## config.mk

```make
export PLATFORM = sky130hd
export DESIGN_NAME = grant_arbiter_8
export DESIGN_NICKNAME = d
export VERILOG_FILES = /design/src/rtl/grant_arbiter_8.sv
export SDC_FILE = /design/constraint.sdc
export NUM_CORES = 1
export LEC_CHECK = 0
export CAP_MARGIN = 20
export CELL_PAD_IN_SITES_DETAIL_PLACEMENT = 0
export CELL_PAD_IN_SITES_GLOBAL_PLACEMENT = 1
export CORE_MARGIN = 2
export CORE_UTILIZATION = 44
export CTS_CLUSTER_DIAMETER = 100
export DETAILED_ROUTE_END_ITERATION = 6
export PLACE_DENSITY_LB_ADDON = 0.08
export SKIP_LAST_GASP = 1
export SLEW_MARGIN = 20
export SYNTH_ARGS = -nofsm -noshare
export SYNTH_HDL_FRONTEND = slang
export SYNTH_SLANG_ARGS = --single-unit
```

## constraint.sdc

```tcl
create_clock -name clk -period 4.87 [get_ports clk]
set_input_delay 0.974 -clock clk [delete_from_list [all_inputs] [get_ports clk]]
set_output_delay 0.974 -clock clk [all_outputs]
set_load 0.1 [all_outputs]
```

## src/rtl/grant_arbiter_8.sv

```systemverilog
// Round-robin arbiter over N_REQ requesters with registered one-hot and
// binary grant, owner hold limit and a preemption pulse.
module grant_arbiter_8 #(
    parameter int N_REQ    = 8,
    parameter int IDX_BIT  = $clog2(N_REQ),
    parameter int MAX_HOLD = 16
) (
    input  logic               clk,
    input  logic               rst_n,
    input  logic [N_REQ-1:0]   req,
    output logic [N_REQ-1:0]   gnt,
    output logic [IDX_BIT-1:0] gnt_idx,
    output logic               gnt_valid,
    output logic               preempt
);

    typedef enum logic {
        IDLE = 1'b0,
        BUSY = 1'b1
    } state_t;

    state_t state, state_n;

    logic [IDX_BIT-1:0] ptr, ptr_n;
    logic [IDX_BIT-1:0] owner, owner_n;
    logic [7:0]         hold_cnt, hold_n;
    logic               pre_n;

    logic [N_REQ-1:0]   others;
    logic [N_REQ-1:0]   cand;
    logic               win_any;
    logic [IDX_BIT-1:0] win_idx;

    // First set bit scanning upward from p with wrap-around; MSB = found.
    function automatic logic [IDX_BIT:0] rr_pick(
        input logic [N_REQ-1:0]   v,
        input logic [IDX_BIT-1:0] p
    );
        logic [IDX_BIT-1:0] j;
        rr_pick = '0;
        for (int k = N_REQ - 1; k >= 0; k--) begin
            j = p + IDX_BIT'(k);
            if (v[j]) rr_pick = {1'b1, j};
        end
    endfunction

    always_comb begin
        others        = req;
        others[owner] = 1'b0;
    end

    assign cand = (state == IDLE) ? req : others;
    assign {win_any, win_idx} = rr_pick(cand, ptr);

    always_comb begin
        state_n = state;
        ptr_n   = ptr;
        owner_n = owner;
        hold_n  = hold_cnt;
        pre_n   = 1'b0;
        unique case (state)
            IDLE: begin
                if (win_any) begin
                    state_n = BUSY;
                    owner_n = win_idx;
                    ptr_n   = win_idx + IDX_BIT'(1);
                    hold_n  = 8'd1;
                end
            end
            BUSY: begin
                if (!req[owner]) begin
                    if (win_any) begin
                        owner_n = win_idx;
                        ptr_n   = win_idx + IDX_BIT'(1);
                        hold_n  = 8'd1;
                    end else begin
                        state_n = IDLE;
                        hold_n  = 8'd0;
                    end
                end else if (hold_cnt < 8'(MAX_HOLD)) begin
                    hold_n = hold_cnt + 8'd1;
                end else if (win_any) begin
                    owner_n = win_idx;
                    ptr_n   = win_idx + IDX_BIT'(1);
                    hold_n  = 8'd1;
                    pre_n   = 1'b1;
                end else begin
                    // Nobody else waiting: restart the hold window in place.
                    hold_n = 8'd1;
                end
            end
            default: state_n = IDLE;
        endcase
    end

    always_ff @(posedge clk) begin
        if (!rst_n) begin
            state    <= IDLE;
            ptr      <= '0;
            owner    <= '0;
            hold_cnt <= '0;
            preempt  <= 1'b0;
        end else begin
            state    <= state_n;
            ptr      <= ptr_n;
            owner    <= owner_n;
            hold_cnt <= hold_n;
            preempt  <= pre_n;
        end
    end

    always_comb begin
        gnt = '0;
        if (state == BUSY) gnt[owner] = 1'b1;
    end

    assign gnt_idx   = (state == BUSY) ? owner : '0;
    assign gnt_valid = (state == BUSY);

endmodule

```

# Word-level counts from Yosys, hierarchy flattened
# Cells that the tools add are included.
dict set report totals {
  reg_bits 16
  input_bits 10
  out_inout_bits 13
  elab_cells 81
}
dict set report classes {
  addsub 9
  order_cmp 11
  n_eq_ne 2
  mux 47
  bitwise_logic 5
  reduce_logical 2
}
# cell count
set op_table {}
lappend op_table {{two-way mux 8 bit} 5}
lappend op_table {{less-than comparator 3 x 4 -> 1 bit (second input constant)} 9}
lappend op_table {{two-way mux 4 bit} 8}
lappend op_table {{binary-select mux 1 bit (select 3 bit)} 9}
lappend op_table {{two-way mux 3 bit} 7}
lappend op_table {{one-hot mux 8 bit (2 select lines)} 1}
lappend op_table {{two-way mux 1 bit} 13}
lappend op_table {{adder 3 bit (second input constant)} 4}
lappend op_table {{one-hot mux 3 bit (2 select lines)} 2}
lappend op_table {{adder 8 x 1 -> 8 bit (second input constant)} 1}
lappend op_table {{bitwise AND 8 bit} 1}
lappend op_table {{less-than comparator 8 x 5 -> 1 bit (second input constant)} 1}
lappend op_table {{inverter 8 bit} 1}
lappend op_table {{adder 3 x 1 -> 3 bit (second input constant)} 2}
lappend op_table {{adder 3 x 2 -> 3 bit (second input constant)} 2}
lappend op_table {{OR reduction 4 bit} 1}
lappend op_table {{demux 1 bit (select 3 bit)} 1}
lappend op_table {{>= comparator 3 x 1 -> 1 bit (second input constant)} 1}
lappend op_table {{inequality test 3 bit (second input constant)} 1}
lappend op_table {{inverter 1 bit} 3}
lappend op_table {{inequality test 2 bit (second input constant)} 1}
lappend op_table {{one-hot mux 1 bit (2 select lines)} 1}
lappend op_table {{logical AND 1 bit} 1}

# Logic depth before layout (Yosys ltp)
dict set report depth {
  ltp_word 22
  ltp_mapped 16
}

# Worst setup path after synthesis
# No wires, ideal clock.
dict set report synth_timing {
  path_type {reg-to-reg}
  start {reg state (netlist: gnt_valid)}
  end {reg ptr[1]}
  setup_ns 0.119
  t_arrival_ns 4.495
  required_ns 4.751
  path_slack_ns 0.256
  path_stages_with_launch 11
  n_path_buf 1
  period_less_slack_ns 4.614
  cell_sequence {dfxtp_1 -> buf_4 -> nor4b_4 -> o22ai_1 -> mux4_2 -> or3b_1 -> o211ai_1 -> mux2_2 -> ha_1 -> a21oi_1 -> nor2_1}
}
dict set report synth_between {
  elab_chain_len 16
  word_cells_on_any_way 32
  cone_classes {1 x add/sub; 1 x eq/ne; 29 x mux; 1 x bitwise}
}
# item line_no
set synth_rtl {}
lappend synth_rtl {{from (decl)} 22} ;# state_t state, state_n;
lappend synth_rtl {{from (signal assigned)} 104} ;# state <= state_n;
lappend synth_rtl {{two-way mux 8 bit *} 52} ;# assign cand = (state == IDLE) ? req : others;
lappend synth_rtl {{binary-select mux 1 bit (select 3 bit)} 43} ;# if (v[j]) rr_pick = {1'b1, j};
lappend synth_rtl {{two-way mux 1 bit (implied by the code)} 43}
lappend synth_rtl {{two-way mux 4 bit (7 in a row)} 43}
lappend synth_rtl {{two-way mux 4 bit *} 43}
lappend synth_rtl {{named net win_idx[0]} 32} ;# logic [IDX_BIT-1:0] win_idx;
lappend synth_rtl {{adder 3 x 1 -> 3 bit *} {66, 74, 84}}
lappend synth_rtl {{two-way mux 3 bit *} {63, 72, 82}}
lappend synth_rtl {{two-way mux 3 bit} 80} ;# end else if (hold_cnt < 8'(MAX_HOLD)) begin
lappend synth_rtl {{two-way mux 3 bit} 71} ;# if (!req[owner]) begin
lappend synth_rtl {{one-hot mux 3 bit (2 select lines) *} 61} ;# unique case (state)
lappend synth_rtl {{to (signal assigned)} 105} ;# ptr <= ptr_n;
lappend synth_rtl {{to (decl)} 24} ;# logic [IDX_BIT-1:0] ptr, ptr_n;
# The timed path passes the listed nets; every way through them passes the cells marked *. The select of a mux whose other input is x is not followed.
# A chain may end at the register's enable or synchronous reset.

# Worst setup path after layout
dict set report layout_timing {
  start {in req[0]}
  end {reg ptr[1]}
}
dict set report layout_between {
  elab_chain_len 17
  word_cells_on_any_way 34
  cone_classes {1 x add/sub; 1 x eq/ne; 31 x mux; 1 x bitwise}
}
# item line_no
set layout_rtl {}
lappend layout_rtl {{from (decl)} 10} ;# input logic [N_REQ-1:0] req,
lappend layout_rtl {{bitwise AND 8 bit (no line)} --}
lappend layout_rtl {{two-way mux 8 bit *} 52}
lappend layout_rtl {{binary-select mux 1 bit (select 3 bit)} 43}
lappend layout_rtl {{two-way mux 1 bit (implied by the code)} 43}
lappend layout_rtl {{two-way mux 4 bit (7 in a row)} 43}
lappend layout_rtl {{two-way mux 4 bit *} 43}
lappend layout_rtl {{named net win_idx[1]} 32}
lappend layout_rtl {{adder 3 x 1 -> 3 bit *} {66, 74, 84}}
lappend layout_rtl {{two-way mux 3 bit *} {63, 72, 82}}
lappend layout_rtl {{two-way mux 3 bit} 80}
lappend layout_rtl {{two-way mux 3 bit} 71}
lappend layout_rtl {{one-hot mux 3 bit (2 select lines) *} 61}
# Marks and branches as above.

==> metrics list <==
- Post-CTS setup buffers: 0
- In this run, synthesis produced a sequential element count of 16.
- Port buffering added 22 buffers.
* Mean instance size in the synthesized netlist: 9.093 um^2
- Total half-perimeter wirelength after legalization and detailed placement: 4.401 mm
- The first global-routing pass estimated 9.591 mm of wire.
- Via count of the routed design: 1967
* Synthesized netlist net count: between 200 and 300
* I/O pin count: 23
- Initial Utilization: 45.71%
- In this run, post-CTS repair resized a total of 0 instances.
- Kind of critical path: input port to flip-flop
- Detailed Routing Iterations Pass 1: 4
* Primary flip-flop cell chosen by synthesis mapping: sky130_fd_sc_hd__dfxtp_1
- Filler Cells Inserted: 471
* Worst-case vdd ir drop: 0.2915 mV
* Buffers from clock root to sink, at most: 2
- The number of cells on the worst reg-to-reg path is 10.
- Summed over all failing endpoints, the final setup total negative slack is 0 ps.
- The total overflow left after global routing is 0.
* Reported max-cap violation count: 0
- In this run the most critical hold path is launched from hold_cnt[4].
- Cells after synthesis: 239
- The final hold violation count is 0.
* Die outline area: approximately 5500 um^2
- The worst register-to-register path begins at ptr[2].
- In this run the tightest slew margin relative to its limit is between 30% and 40%.
- Clock Sink Count: 16
- sky130_fd_sc_hd__dfxtp_1 takes more of the synthesized area than any other cell.
- The floorplan has 25 rows.
- Critical Path Source Type: input port
* Antenna diodes: 0
- For this block, the routed nets add up to between 5 and 6 mm of wire.
- In this run the cell area of the synthesized design comes to 2173 um^2.
* Horiz. Die Dim: 74.28 um
- Max-slew violation count: 0
- TritonCTS built the clock tree.
- DRT iter0 DRCs: 192
- Min-Delay Path Class: flip-flop to flip-flop
- The worst path uses between 70% and 80% of the clock period.
- In the final design database the tool counted 263 nets.
- Via count of the first global-routing pass: around 1.8k
* Crit. End Element: flip-flop
- Skew-Pair Late Insertion Delay: around 240 ps
- Routability cong.: 0.8311
- F_max: 0.2610 GHz
- Outcome: completed
- Number of vias per cell: 6.264
- In this run, post-CTS hold repair placed 0 buffers.
- Sorting the synthesized cells by area gives the leading types as sky130_fd_sc_hd__dfxtp_1 (15%), sky130_fd_sc_hd__mux4_2 (12%), sky130_fd_sc_hd__buf_6 (3.6%).
- On the final layout, the worst clock skew is 3.626 ps.
- GRT Util Overall: between 20% and 30%
- For hold timing, the worst endpoint is hold_cnt[4].
* Share of cells above drive strength 1: roughly 18%
- Register area share after synthesis: 14.74%
* Root buffer selected by CTS: sky130_fd_sc_hd__clkbuf_8
- Counting instances, the worst hold path has a depth of 2.
- In this run the vertical extent of the chip is 74.28 um.
* Worst R2R End: ptr[1]
* H-tree lvl count: 1
- Clock-pin transition on the worst setup and hold timing paths: approximately 60 ps
- Leakage power of the design: 0.8717 nW
* Arrival time worst endpoint: 3960 ps
- Setup repair after global routing left no endpoint under its margin.
- Clock period minus worst slack: approximately 3800 ps
* Number of enable-type register cells in the synthesized netlist: 0
- At the worst endpoint, the required time is 5000 ps.
* Sequential standard cell area: 320.3 um^2
- DRC violations left: 0
* P per Cell Area: 588.7 nW/um^2
- Of all flip-flops after synthesis, the portion carrying an async set or reset was 0%.
* Multi-input combinational cell area: 1645 um^2
- Initial antenna violation count: 0
* Final ANT Viol Nets: 0
* Number of distinct library cells after synthesis: 73
- Largest fanout on the critical path: 9
* Area share of the largest cell type after synthesis: between 10% and 20%
* Crit path setup slack, layout: 1039 ps
* Post-placement setup slack: 776.5 ps
* Worst slew pin tran: 968.2 ps
- Area overhead of the layout relative to synthesis: 8.751%
* Setup slack on the worst flop-to-flop path: 1360 ps
* TritonCTS Buffers: 3
* Largest net degree at the start of global routing: 24
* Post-DR wirelength/cell: 18.48 um
- Synth warn: 0
- Setup violations remaining at the end of the flow were counted as 0.
- After floorplanning, the core was sized to cover between 4000 and 5000 um^2.
cell usage after synthesis, types with 4 or more instances:
library cell	count
sky130_fd_sc_hd__clkbuf_1	5
sky130_fd_sc_hd__mux2_2	4
sky130_fd_sc_hd__inv_1	9
sky130_fd_sc_hd__dfxtp_1	16
sky130_fd_sc_hd__o21ai_0	6
sky130_fd_sc_hd__ha_1	4
sky130_fd_sc_hd__buf_6	7
sky130_fd_sc_hd__nand2b_1	11
sky130_fd_sc_hd__a21oi_1	5
sky130_fd_sc_hd__clkbuf_8	4
sky130_fd_sc_hd__nand3_1	8
sky130_fd_sc_hd__nand2b_4	4
sky130_fd_sc_hd__o32ai_1	4
sky130_fd_sc_hd__mux4_2	12
sky130_fd_sc_hd__nor2_1	19
sky130_fd_sc_hd__o22ai_1	8
sky130_fd_sc_hd__and2_1	4
sky130_fd_sc_hd__o221ai_1	7
sky130_fd_sc_hd__nand2_1	19
state kept, by name, summed over array words and instances (netlist names):
name / cells
hold_cnt: 8
owner: 3
ptr: 3
gnt_valid: 1
preempt: 1
routing by layer:
| layer | vias up | global-route usage (%) | share of wire, % |
|---|---|---|---|
| met3 | 8 | 2.981 | 6.0 |
| met2 | 73 | 35.42 | 48 |
| met4 | 0 | 3.770 | 1.1 |
| met1 | 939 | 33.06 | 45 |
| li1 | 947 | - | - |
| met5 | - | 0 | 0 |
where the power goes:
| part | total (mW) | internal (mW) | leakage, nW | switching [mW] |
|---|---|---|---|---|
| clock network | 0.0923 | 0.0546 | 0.0216 | 0.0377 |
| logic | 1.10 | 0.478 | 0.719 | 0.618 |
| registers | 0.203 | 0.153 | 0.131 | 0.0500 |
cells in the final DEF (no fill, tap or decap), types with 3 or more instances in the layout:
cell type                         netlist  final
sky130_fd_sc_hd__or2_2                  3      3
sky130_fd_sc_hd__nand2b_1              11     11
sky130_fd_sc_hd__mux2i_1                3      3
sky130_fd_sc_hd__dfxtp_1               16     16
sky130_fd_sc_hd__a21oi_1                5      5
sky130_fd_sc_hd__nand3b_1               3      3
sky130_fd_sc_hd__o21ai_0                6      6
sky130_fd_sc_hd__and2_1                 4      4
sky130_fd_sc_hd__clkdlybuf4s50_1        0     22
sky130_fd_sc_hd__a22oi_1                3      3
sky130_fd_sc_hd__nand2_1               19     19
sky130_fd_sc_hd__nand2b_4               4      4
sky130_fd_sc_hd__nand3_1                8      8
sky130_fd_sc_hd__ha_1                   4      4
sky130_fd_sc_hd__o21a_1                 3      3
sky130_fd_sc_hd__mux4_2                12     12
sky130_fd_sc_hd__inv_1                  9      9
sky130_fd_sc_hd__nor2_1                19     19
sky130_fd_sc_hd__o221ai_1               7      7
sky130_fd_sc_hd__o22ai_1                8      8
sky130_fd_sc_hd__o32ai_1                4      4
sky130_fd_sc_hd__clkbuf_8               4      3
sky130_fd_sc_hd__and3_1                 3      3
sky130_fd_sc_hd__mux2_2                 4      4
sky130_fd_sc_hd__o211ai_1               3      3
per-stage QoR:
stage                     std cells  cell area (um^2)  utilization [%]  hold WS (ps)  power (mW)
after CTS                       314              2364            49.71         464.4       1.391
after detailed placement        311              2322            48.84         456.1       1.294
after global routing            314              2364            49.71         482.4       1.518
after global placement          311              2322            48.84         449.3       1.301
final                           314              2364            49.71         460.5       1.391
after floorplan                 239              2173                -         428.5       1.130
logic make-up (layout without fill, tap and decap cells):
logic type,Yosys count,count (layout),share of synthesized area (%)
buffers and inverters,29,37,9.556
adders and majority gates,4,4,2.303
DFF,16,16,14.74
xor gates and xnor gates,3,3,1.555
muxes,22,22,19.34
AOI/OAI and AO/OA,58,58,20.32
and+or+nand+nor,107,107,32.18
critical path, stage by stage:
cell,delay [ps]
sky130_fd_sc_hd__clkdlybuf4s50_1,580
sky130_fd_sc_hd__or2b_4,330
sky130_fd_sc_hd__mux4_2,590
sky130_fd_sc_hd__mux2i_4,280
sky130_fd_sc_hd__nor2_2,50
sky130_fd_sc_hd__a32o_1,250
sky130_fd_sc_hd__a2111o_1,410
sky130_fd_sc_hd__ha_1,300
sky130_fd_sc_hd__a21oi_1,130
sky130_fd_sc_hd__nor2_1,50
how the worst max path moves through the flow:
stage	startpoint	endpoint	slack (ps)	cells after the start
after floorplan	gnt_valid	ptr[1]	260	10
after global placement	req[0]	ptr[1]	850	10
after detailed placement	req[0]	ptr[1]	780	10
after CTS	req[0]	ptr[1]	1050	10
after global routing	req[0]	ptr[1]	830	10
final	req[0]	ptr[1]	1040	10
final cells by class:
cell class | instances | share of cell area [%]
Tap cell | 67 | 3.547
Sequential cell | 16 | 13.55
Clock buffer | 3 | 1.747
Inverter | 10 | 1.588
Multi-Input combinational cell | 194 | 69.61
Timing Repair Buffer | 24 | 9.952
Note: power is estimated with default switching activity, not from simulation.
